**src/rtl/ifetch_pkg.sv**
```systemverilog
// ---------------------------------------------------------------------------
// ifetch_pkg
// Shared types for the instruction-fetch sequencer:
//   fetch_state_t : FSM states of ifetch_ctrl (FETCH, DRAIN, HALTED)
//   fetch_entry_t : one prefetch FIFO entry, {pc, inst}
//   NOP_INST      : instruction presented on inst while the FIFO is empty
//   align_pc()    : clears the byte-offset bits of a PC
// ---------------------------------------------------------------------------
package ifetch_pkg;

    typedef enum logic [1:0] {
        FETCH  = 2'd0,
        DRAIN  = 2'd1,
        HALTED = 2'd2
    } fetch_state_t;

    typedef struct packed {
        logic [31:0] pc;
        logic [31:0] inst;
    } fetch_entry_t;

    localparam logic [31:0] NOP_INST = 32'h0000_0013;

    function automatic logic [31:0] align_pc(input logic [31:0] pc);
        return {pc[31:2], 2'b00};
    endfunction

endpackage

```
**src/rtl/ifetch_if.sv**
```systemverilog
// ---------------------------------------------------------------------------
// ifetch_if
// Bundles the imem port, the decode handshake, redirect/halt control and the
// performance counters of ifetch_ctrl.
//   imem_addr / imem_dout          : imem byte address and same-cycle data
//   inst_valid / inst / inst_pc    : FIFO head towards decode
//   inst_ready                     : decode accepts the head
//   redirect_valid / redirect_pc   : taken branch, flush and refetch
//   halt_req / halted              : stop fetching, drain, report halted
//   perf_fetch_cnt / perf_stall_cnt: performance counters (0 when not built)
// Modports: master = ifetch_ctrl side, slave = imem/decode/environment side.
// ---------------------------------------------------------------------------
interface ifetch_if #(
    parameter int IMEM_ADDR_WIDTH = 10
);
    logic [IMEM_ADDR_WIDTH-1:0] imem_addr;
    logic [31:0]                imem_dout;
    logic                       inst_valid;
    logic [31:0]                inst;
    logic [31:0]                inst_pc;
    logic                       inst_ready;
    logic                       redirect_valid;
    logic [31:0]                redirect_pc;
    logic                       halt_req;
    logic                       halted;
    logic [31:0]                perf_fetch_cnt;
    logic [31:0]                perf_stall_cnt;

    modport master (
        output imem_addr, inst_valid, inst, inst_pc, halted,
               perf_fetch_cnt, perf_stall_cnt,
        input  imem_dout, inst_ready, redirect_valid, redirect_pc, halt_req
    );

    modport slave (
        input  imem_addr, inst_valid, inst, inst_pc, halted,
               perf_fetch_cnt, perf_stall_cnt,
        output imem_dout, inst_ready, redirect_valid, redirect_pc, halt_req
    );
endinterface

```
**src/rtl/ifetch_fifo.sv**
```systemverilog
// ---------------------------------------------------------------------------
// ifetch_fifo
// Synchronous prefetch FIFO of fetch_entry_t. Pointers carry one extra wrap
// bit so full and empty are distinguished without a counter.
// Ports:
//   clk, reset        : clock, synchronous active-high reset (pointers only)
//   push_i / wdata_i  : write an entry at the tail
//   pop_i             : drop the head entry
//   flush_i           : empty the FIFO; wins over push and pop
//   rdata_o           : head entry (meaningless while empty_o)
//   full_o / empty_o  : occupancy flags
// ---------------------------------------------------------------------------
module ifetch_fifo
    import ifetch_pkg::*;
#(
    parameter int DEPTH = 4
) (
    input  logic         clk,
    input  logic         reset,
    input  logic         push_i,
    input  logic         pop_i,
    input  logic         flush_i,
    input  fetch_entry_t wdata_i,
    output fetch_entry_t rdata_o,
    output logic         full_o,
    output logic         empty_o
);
    localparam int            AW      = $clog2(DEPTH);
    localparam logic [AW:0]   PTR_ONE = (AW+1)'(1);

    fetch_entry_t mem_q [DEPTH];
    logic [AW:0]  wr_ptr_q, wr_ptr_d;
    logic [AW:0]  rd_ptr_q, rd_ptr_d;

    always_comb begin
        wr_ptr_d = wr_ptr_q;
        rd_ptr_d = rd_ptr_q;
        if (flush_i) begin
            wr_ptr_d = '0;
            rd_ptr_d = '0;
        end else begin
            if (push_i) wr_ptr_d = wr_ptr_q + PTR_ONE;
            if (pop_i)  rd_ptr_d = rd_ptr_q + PTR_ONE;
        end
    end

    always_ff @(posedge clk) begin
        if (reset) begin
            wr_ptr_q <= '0;
            rd_ptr_q <= '0;
        end else begin
            wr_ptr_q <= wr_ptr_d;
            rd_ptr_q <= rd_ptr_d;
        end
    end

    // Storage is not reset; only the pointers decide what is valid.
    always_ff @(posedge clk) begin
        if (push_i && !flush_i) begin
            mem_q[wr_ptr_q[AW-1:0]] <= wdata_i;
        end
    end

    assign rdata_o = mem_q[rd_ptr_q[AW-1:0]];
    assign empty_o = (wr_ptr_q == rd_ptr_q);
    assign full_o  = (wr_ptr_q[AW] != rd_ptr_q[AW]) &&
                     (wr_ptr_q[AW-1:0] == rd_ptr_q[AW-1:0]);

endmodule

```
**src/rtl/ifetch_ctrl.sv**
```systemverilog
// ---------------------------------------------------------------------------
// ifetch_ctrl
// Fetch sequencer in front of a combinational imem. Owns the fetch PC, reads
// imem every fetching cycle, stores {pc, inst} into ifetch_fifo and presents
// the head to decode over valid/ready. Supports branch redirect (flush and
// refetch) and halt with drain.
// Ports:
//   clk    : rising-edge clock
//   reset  : synchronous active-high reset
//   bus    : ifetch_if.master (imem port, decode handshake, redirect, halt,
//            perf counters)
// Configuration macro:
//   IFETCH_PERF_EN : when defined, builds 32-bit wrapping fetch and stall
//                    counters; otherwise both perf outputs are tied to 0.
// ---------------------------------------------------------------------------
module ifetch_ctrl
    import ifetch_pkg::*;
#(
    parameter int          IMEM_ADDR_WIDTH = 10,
    parameter int          FIFO_DEPTH      = 4,
    parameter logic [31:0] RESET_PC        = 32'h0000_0000
) (
    input  logic     clk,
    input  logic     reset,
    ifetch_if.master bus
);
    fetch_state_t state_q;
    logic         halted_q;
    logic [31:0]  fetch_pc_q, fetch_pc_d;
    logic         full, empty, push, pop;
    fetch_entry_t head, wentry;

    // A redirect kills the head shown this cycle and suppresses the push, so
    // neither pop nor push may take effect alongside it.
    assign pop  = !empty && bus.inst_ready && !bus.redirect_valid;
    assign push = (state_q == FETCH) && !bus.halt_req && !bus.redirect_valid &&
                  (!full || pop);

    assign wentry.pc   = fetch_pc_q;
    assign wentry.inst = bus.imem_dout;

    ifetch_fifo #(
        .DEPTH (FIFO_DEPTH)
    ) u_fifo (
        .clk     (clk),
        .reset   (reset),
        .push_i  (push),
        .pop_i   (pop),
        .flush_i (bus.redirect_valid),
        .wdata_i (wentry),
        .rdata_o (head),
        .full_o  (full),
        .empty_o (empty)
    );

    always_comb begin
        fetch_pc_d = fetch_pc_q;
        if (bus.redirect_valid) begin
            fetch_pc_d = align_pc(bus.redirect_pc);
        end else if (push) begin
            fetch_pc_d = fetch_pc_q + 32'd4;
        end
    end

    always_ff @(posedge clk) begin
        if (reset) begin
            fetch_pc_q <= RESET_PC;
        end else begin
            fetch_pc_q <= fetch_pc_d;
        end
    end

    // Redirect in FETCH keeps fetching (halt is looked at again next cycle);
    // in DRAIN/HALTED it only flushes, the state follows halt_req as usual.
    always_ff @(posedge clk) begin
        if (reset) begin
            state_q  <= FETCH;
            halted_q <= 1'b0;
        end else begin
            case (state_q)
                FETCH: begin
                    if (bus.halt_req && !bus.redirect_valid) begin
                        state_q <= DRAIN;
                    end
                end
                DRAIN: begin
                    if (!bus.halt_req) begin
                        state_q <= FETCH;
                    end else if (empty) begin
                        state_q  <= HALTED;
                        halted_q <= 1'b1;
                    end
                end
                HALTED: begin
                    if (!bus.halt_req) begin
                        state_q  <= FETCH;
                        halted_q <= 1'b0;
                    end
                end
                default: begin
                    state_q  <= FETCH;
                    halted_q <= 1'b0;
                end
            endcase
        end
    end

    assign bus.imem_addr  = fetch_pc_q[IMEM_ADDR_WIDTH-1:0];
    assign bus.inst_valid = !empty;
    assign bus.inst       = empty ? NOP_INST : head.inst;
    assign bus.inst_pc    = head.pc;
    assign bus.halted     = halted_q;

`ifdef IFETCH_PERF_EN
    logic [31:0] perf_fetch_q;
    logic [31:0] perf_stall_q;

    always_ff @(posedge clk) begin
        if (reset) begin
            perf_fetch_q <= '0;
            perf_stall_q <= '0;
        end else begin
            if (push) begin
                perf_fetch_q <= perf_fetch_q + 32'd1;
            end
            if ((state_q == FETCH) && full && !pop) begin
                perf_stall_q <= perf_stall_q + 32'd1;
            end
        end
    end

    assign bus.perf_fetch_cnt = perf_fetch_q;
    assign bus.perf_stall_cnt = perf_stall_q;
`else
    assign bus.perf_fetch_cnt = 32'h0;
    assign bus.perf_stall_cnt = 32'h0;
`endif

endmodule

```
**src/flat_wrapper.sv**
```systemverilog
// flat-port wrapper written by rule: the top's interface ports become plain ports
module ifetch_ctrl_flat import ifetch_pkg::*;
#(
    parameter int          IMEM_ADDR_WIDTH = 10,
    parameter int          FIFO_DEPTH      = 4,
    parameter logic [31:0] RESET_PC        = 32'h0000_0000
)
  (clk, reset, bus_imem_addr, bus_inst_valid, bus_inst, bus_inst_pc, bus_halted, bus_perf_fetch_cnt, bus_perf_stall_cnt, bus_imem_dout, bus_inst_ready, bus_redirect_valid, bus_redirect_pc, bus_halt_req);
  ifetch_if #(.IMEM_ADDR_WIDTH(IMEM_ADDR_WIDTH)) bus_i ();
  input  logic clk;
  input  logic reset;
  output wire logic [$bits(bus_i.imem_addr)-1:0] bus_imem_addr;
  output wire logic [$bits(bus_i.inst_valid)-1:0] bus_inst_valid;
  output wire logic [$bits(bus_i.inst)-1:0] bus_inst;
  output wire logic [$bits(bus_i.inst_pc)-1:0] bus_inst_pc;
  output wire logic [$bits(bus_i.halted)-1:0] bus_halted;
  output wire logic [$bits(bus_i.perf_fetch_cnt)-1:0] bus_perf_fetch_cnt;
  output wire logic [$bits(bus_i.perf_stall_cnt)-1:0] bus_perf_stall_cnt;
  input wire logic [$bits(bus_i.imem_dout)-1:0] bus_imem_dout;
  input wire logic [$bits(bus_i.inst_ready)-1:0] bus_inst_ready;
  input wire logic [$bits(bus_i.redirect_valid)-1:0] bus_redirect_valid;
  input wire logic [$bits(bus_i.redirect_pc)-1:0] bus_redirect_pc;
  input wire logic [$bits(bus_i.halt_req)-1:0] bus_halt_req;
  assign bus_imem_addr = bus_i.imem_addr;
  assign bus_inst_valid = bus_i.inst_valid;
  assign bus_inst = bus_i.inst;
  assign bus_inst_pc = bus_i.inst_pc;
  assign bus_halted = bus_i.halted;
  assign bus_perf_fetch_cnt = bus_i.perf_fetch_cnt;
  assign bus_perf_stall_cnt = bus_i.perf_stall_cnt;
  assign bus_i.imem_dout = bus_imem_dout;
  assign bus_i.inst_ready = bus_inst_ready;
  assign bus_i.redirect_valid = bus_redirect_valid;
  assign bus_i.redirect_pc = bus_redirect_pc;
  assign bus_i.halt_req = bus_halt_req;
  ifetch_ctrl #(.IMEM_ADDR_WIDTH(IMEM_ADDR_WIDTH), .FIFO_DEPTH(FIFO_DEPTH), .RESET_PC(RESET_PC)) u_core (.clk(clk), .reset(reset), .bus(bus_i));
endmodule
```
**config.mk**
```make
export PLATFORM = sky130hd
export DESIGN_NAME = ifetch_ctrl_flat
export DESIGN_NICKNAME = d
export VERILOG_FILES = /design/src/rtl/ifetch_pkg.sv /design/src/rtl/ifetch_if.sv /design/src/rtl/ifetch_fifo.sv /design/src/rtl/ifetch_ctrl.sv /design/src/flat_wrapper.sv
export SDC_FILE = /design/constraint.sdc
export NUM_CORES = 1
export LEC_CHECK = 0
export BUFFER_PORTS_ARGS = -buffer_cell sky130_fd_sc_hd__buf_2
export CAP_MARGIN = 0
export CORE_ASPECT_RATIO = 1.75
export CORE_MARGIN = 10
export CORE_UTILIZATION = 40
export CTS_CLUSTER_DIAMETER = 80
export DETAILED_ROUTE_END_ITERATION = 16
export PLACE_DENSITY = 0.63
export REMOVE_ABC_BUFFERS = 1
export SYNTH_ARGS = -nofsm -noshare
export SYNTH_HDL_FRONTEND = slang
export SYNTH_SLANG_ARGS = --single-unit
```
**constraint.sdc**
```tcl
create_clock -name clk -period 3.6 [get_ports clk]
set_input_delay 0.18 -clock clk [delete_from_list [all_inputs] [get_ports clk]]
set_output_delay 0.18 -clock clk [all_outputs]
set_load 0.1 [all_outputs]
```
* Yosys cells after proc, flatten, opt, wreduce, memory -nomap -nowiden
Memories as Yosys holds them, arrays and structs flattened. A register that Yosys moved wholly into a read port is not among the register bits.
Index checks and enable logic that the tools add are counted.
Widths: inputs -> output; s select.
** Operators by class
- Div/mod/pow operators :: 0
- Mux-type cells :: 16
- Multiply operators :: 0
- Shift-type cells :: 0
- Equal/unequal tests :: 10
- Add/subtract/negate cells :: 3
- Reduce and logical (&&, ||, !) cells :: 18
- Bitwise gates (word level) :: 1
- $lt $le $gt $ge :: 0
** Operator list (count)
- $mux 32 :: 3
- $add 32x3->32 const B :: 1
- $mux 2 :: 6
- $logic_and 1x1->1 :: 8
- $add 3x1->3 const B :: 2
- $ne 2x2->1 const B :: 3
- $pmux 2 s3 :: 1
- $mux 1 :: 5
- $logic_not 1->1 :: 4
- $reduce_and 4->1 :: 1
- $eq 3x3->1 :: 1
- $ne 3x2->1 const B :: 1
- $pmux 1 s3 :: 1
- $reduce_and 3->1 :: 1
- $eq 2x1->1 const B :: 1
- $eq 2x2->1 :: 1
- $eq 2x2->1 const B :: 1
- $logic_not 2->1 :: 1
- $ne 2x1->1 const B :: 1
- $reduce_bool 2->1 :: 1
- $reduce_or 2->1 :: 1
- $logic_or 1x1->1 :: 1
- $ne 1x1->1 :: 1
- $not 1->1 :: 1
** Word-level totals
- Latch bits :: 0
- Input port bits :: 69
- Word-level logic and storage cells :: 55
- Memories kept :: 1
- ROM bits :: 0
- Flip-flop bits (word level) :: 41
- Memory bits (writable) :: 256
- Output and inout port bits :: 140
** Memories
- u_core.u_fifo.mem_q :: depth 4, bits a word 64, read ports 1, clocked after memory_dff 1, write ports 1, RTL line ifetch_fifo.sv:31 : fetch_entry_t mem_q [DEPTH];

* Longest topological paths before layout
- Depth after elaboration :: 9
- Depth in mapped cells :: 7
- Gate-level depth less buffers :: 6

* Cells and area by module
From an unflattened synthesis, not the netlist that was laid out.
** Second synthesis, totals
- Cells, all modules :: 726
- Area total of the unflattened synthesis :: 12410.7 µm²
** By module, submodules not included
- ifetch_fifo :: area each 9721.8 µm², cells each 376, instances 1, sequential area each 7847.5 µm²
- ifetch_ctrl :: area each 2688.8 µm², cells each 350, instances 1, sequential area each 660.6 µm²

* Worst setup path before layout
No wires, ideal clock.
- Path kind :: register to register
- From :: register u_core.state_q[0]
- To :: memory u_core.u_fifo.mem_q[2][0] (netlist name), enable pin
- Stages on the path, launching flop included :: 6
- Path buffers :: 2
- Setup slack :: 0.249 ns
- Arrival time :: 2.925 ns
- Period minus slack after synthesis :: 3.351 ns
- Required time :: 3.174 ns
- Library setup time :: 0.426 ns
- Cell sequence :: dfxtp_1 nor4_1 o41a_1 buf_2 clkbuf_1 and2_1
** Between the ends
- Longest elaborated chain between the ends :: 7
** Ends and longest elaborated chain
- start: declaration :: RTL line ifetch_ctrl.sv:27 : fetch_state_t state_q;
- start signal: assignment :: RTL line ifetch_ctrl.sv:77 : state_q <= FETCH;
- start signal: assignment :: RTL line ifetch_ctrl.sv:83 : state_q <= DRAIN;
- start signal: assignment :: RTL line ifetch_ctrl.sv:88 : state_q <= FETCH;
- $logic_not 2->1 :: RTL line ifetch_ctrl.sv:36 : assign push = (state_q == FETCH) && !bus.halt_req && !bus.redirect_valid &&
- $logic_and 1x1->1 (3 in a row) :: RTL line ifetch_ctrl.sv:36
- $logic_and 1x1->1 :: RTL line ifetch_fifo.sv:59 : if (push_i && !flush_i) begin
- $mux 1 :: RTL line ifetch_fifo.sv:59
- $mux 1 (implied by the code) :: RTL line ifetch_fifo.sv:60 : mem_q[wr_ptr_q[AW-1:0]] <= wdata_i;
- end: declaration :: RTL line ifetch_fifo.sv:31
Every way passes these cells.

==> impl_metrics.py <==
metrics = {
    "timing": {
        "min_period_over_period_pct": 75.73,
        "fin_ws_ps": 873.9,
        "grt_setup_unrepaired": "no",
        "hold_viol_final": 0,
        "layout_min_cycle_time_ps": 2726,
        "clock_skew_ps": 15.26,
        "tns_ps": 0,
        "setup_viol": 0,
        "hold-worst-slack_ps": 24.06,
        "maxSlewViolCount": 0,
        "tightest_slew_ps": 747.7,
        "fmax_ghz": 0.3668,
        "slew_headroom_pct": 50.15,
    },
    "synth": {
        "synth_most_common_cell": "edfxtp_1",
        "yosysUniqueCellTypes": 51,
        "synth_area_um2": 12060,
        "synth_edf_count": 248,
        "synth.area.top_cells": "edfxtp_1 62%, mux4_2 12%, dfxtp_1 6.8%",
        "synth-xor-area-share_pct": 0.7988,
        "synth_compound_area_share_pct": 4.066,
        "synth_top_family_by_area": "multiplexers",
        "ys_warn_count": 0,
        "async_flop_share_pct": 0,
        "synth_area_per_cell_um2": 16.37,
        "yosysSeqAreaShare_pct": 68.55,
        "muxShareOfSynthArea_pct": 12.02,
        "syn_inst": 737,
        "synth_top_area_share_pct": 61.74,
        "synth_top_area_cell": "edfxtp_1",
        "synth-simple-area-share_pct": 7.624,
        "synth_ff_type": "edfxtp_1",
        "synthAdderAreaFrac_pct": 0.6224,
        "ys_top_cells_by_count": "248 x edfxtp_1, 77 x buf_4, 62 x mux4_2, 41 x dfxtp_1, 39 x nand2_1",
        "yosys_register_bits": 289,
    },
    "power": {
        "p_leak_nw": 5.101,
        "fin_total_pwr_mw": 7.476,
        "powerDensity_nw_per_um2": 515.7,
        "vdd_drop_max_v": 0.0004129,
    },
    "run_status": {
        "status": "finished clean",
    },
    "critical_path": {
        "crit_type": "reg2out",
        "r2r_slack_ps": 1250,
        "cp.arrival_ps": 2550,
        "r2r_end": "u_core.fetch_pc_q[25]",
        "critPathMaxFanout": 27,
        "critPathRequiredTime_ps": 3420,
        "cp-end-kind": "output pin",
        "reg2reg_depth": 6,
        "start_kind": "flip-flop",
        "r2r-start": "u_core.state_q[0]",
        "cp-endpoint": "bus_inst[7]",
    },
    "global_routing": {
        "grt_pass1_wl_um": 41950,
        "overflow": 0,
        "track_usage_pct": 14.09,
        "first_global_vias": 7430,
        "antenna_found_initial": 1,
        "grt_start_max_net_pins": 44,
    },
    "routing": {
        "wl_met2_um": 14610,
        "antenna_left": 0,
        "initialDrtViolationCount": 338,
        "viasPerCell": 4.987,
        "drcViolationCount": 0,
        "via_count": 6723,
        "wl_met1_um": 10100,
        "wl_met3_um": 1310,
        "wl_per_cell_um": 19.68,
        "dr.pass1.iters": 5,
        "highest_layer": "met5",
        "postRouteWirelength_um": 26530,
    },
    "finish": {
        "nFillCells": 2613,
        "diodes": 0,
        "layout-drive-gt1-share_pct": 29.14,
        "synthToLayoutAreaGrowth_pct": 20.19,
        "nets": 1016,
        "stdcell_count": 1348,
    },
    "floorplanning": {
        "core_um2": 29950,
        "die_h_um": 249.7,
        "start_util_pct": 40.27,
        "die_area_um2": 37770,
        "die_w_um": 151.3,
        "num_rows": 84,
        "io_pins": 209,
    },
    "hold_path": {
        "min_path_cells": 4,
        "hp-class": "in2reg",
    },
    "cts": {
        "cts_root_buffer": "clkbuf_16",
        "clk_latency_ps": 530,
        "numCtsBuffers": 27,
        "cts_buffer_depth": 3,
        "cts_tree": "yes",
        "path_clk_slew_ps": 60,
        "cts_sinks": 289,
        "htreeDepth": 1,
        "postCtsSetupBuffers": 0,
    },
    "placed_design": {
        "post-place-ws_ps": 1222,
        "placedCellCount": 1237,
        "place_congestion": 0.7420,
        "numPortBuffers": 138,
        "dp_hpwl_um": 17250,
    },
    "job": {
        "cap_violations": 0,
    },
}
[metal layers]
layer,GRT usage [%],up-vias
li1,-,3114
met1,16.21,3381
met2,26.00,195
met3,1.921,31
met4,4.195,2
met5,0,-
[cell families (layout without fill, tap and decap cells)]
group           count (synthesis)  after routing
xor+xnor                       11             11
compound gates                 84             84
simple gates                  159            159
flops                         289            289
fa+ha+maj                       6              6
other cells                     1             68
mux                            67             67
buf+inv                       120            277
[how the worst min path moves through the flow]
stage                           start                          to  slack, ps
finish                 bus_inst_ready   u_core.u_fifo.rd_ptr_q[2]         20
global placement    bus_imem_dout[30]  u_core.u_fifo.mem_q[3][30]        390
global route           bus_inst_ready   u_core.u_fifo.rd_ptr_q[2]         30
CTS                    bus_inst_ready   u_core.u_fifo.rd_ptr_q[2]          4
floorplan                       reset           u_core.bus.halted        250
detailed placement  bus_imem_dout[27]  u_core.u_fifo.mem_q[2][27]        400
[area by class of cell]
class	count	area, um^2	area share (%)
flip-flops and latches	289	8275	57.09
multi-input cells	395	3304	22.79
repair buffers	218	1521	10.50
clock buffers	33	698.2	4.816
well taps	387	484.2	3.340
clock inverters	16	175.2	1.208
inverters	10	37.54	0.2589
[where the power goes]
group	switching [mW]	leakage [nW]	internal [mW]
Clock	1.19	0.413	1.60
Sequential	0.0608	2.62	3.70
Combinational	0.738	2.07	0.178
Total	1.99	5.10	5.48
[flip-flops by register name, indices dropped and copies added, names as in the netlist, named ones only]
name                    flops
u_core.state_q              2
u_core.fetch_pc_q          30
u_core.u_fifo.mem_q       248
u_core.u_fifo.wr_ptr_q      3
u_core.u_fifo.rd_ptr_q      3
u_core.bus.halted           1
[worst max-delay path: stages, from the launching register on]
cell and delay (ps):
dfxtp_4 700, buf_12 320, mux4_2 520, and2_1 180, buf_2 290
[placed cells by master, fill, tap and decap left out, types with 3 or more instances in the layout]
cell           Yosys  layout
nand2b_1           3       3
a21oi_1           29      29
or2_2              4       4
ha_1               6       6
and3_1             5       5
clkinv_1           0       5
edfxtp_1         248     248
a31oi_1           19      19
mux2_2             3       3
nor4_1             6       6
buf_12             0       6
clkbuf_16          0      27
clkinvlp_4         0       3
conb_1             1      68
xnor2_1            6       6
or3_1              4       4
or3_2              3       3
buf_2              7     138
nor2_1            16      16
and2_4             0       4
bufinv_16          0       3
o21ai_0           23      23
nor2b_1            6       6
nand2_1           39      39
inv_1             10      10
dlygate4sd3_1      0      62
xor2_1             5       5
nor3_1             5       5
buf_4             77      12
dfxtp_1           41      39
nand3_1           14      14
mux4_2            62      62
clkbuf_1          22       6
nand4_1            5       5
and2_1            35      31
[metrics by stage]
stage / util [%] / instance area [um^2]
2_1_floorplan: - / 11590
3_3_place_gp: 43.41 / 13000
3_5_place_dp: 43.41 / 13000
4_1_cts: 48.40 / 14500
5_1_grt: 48.40 / 14500
6_report: 48.40 / 14500
[repair_timing]
item	CTS	global route
resized for setup	0	0
hold endpoints to repair	160	0
hold buffers	62	0
(Power assumes the default switching activity.)
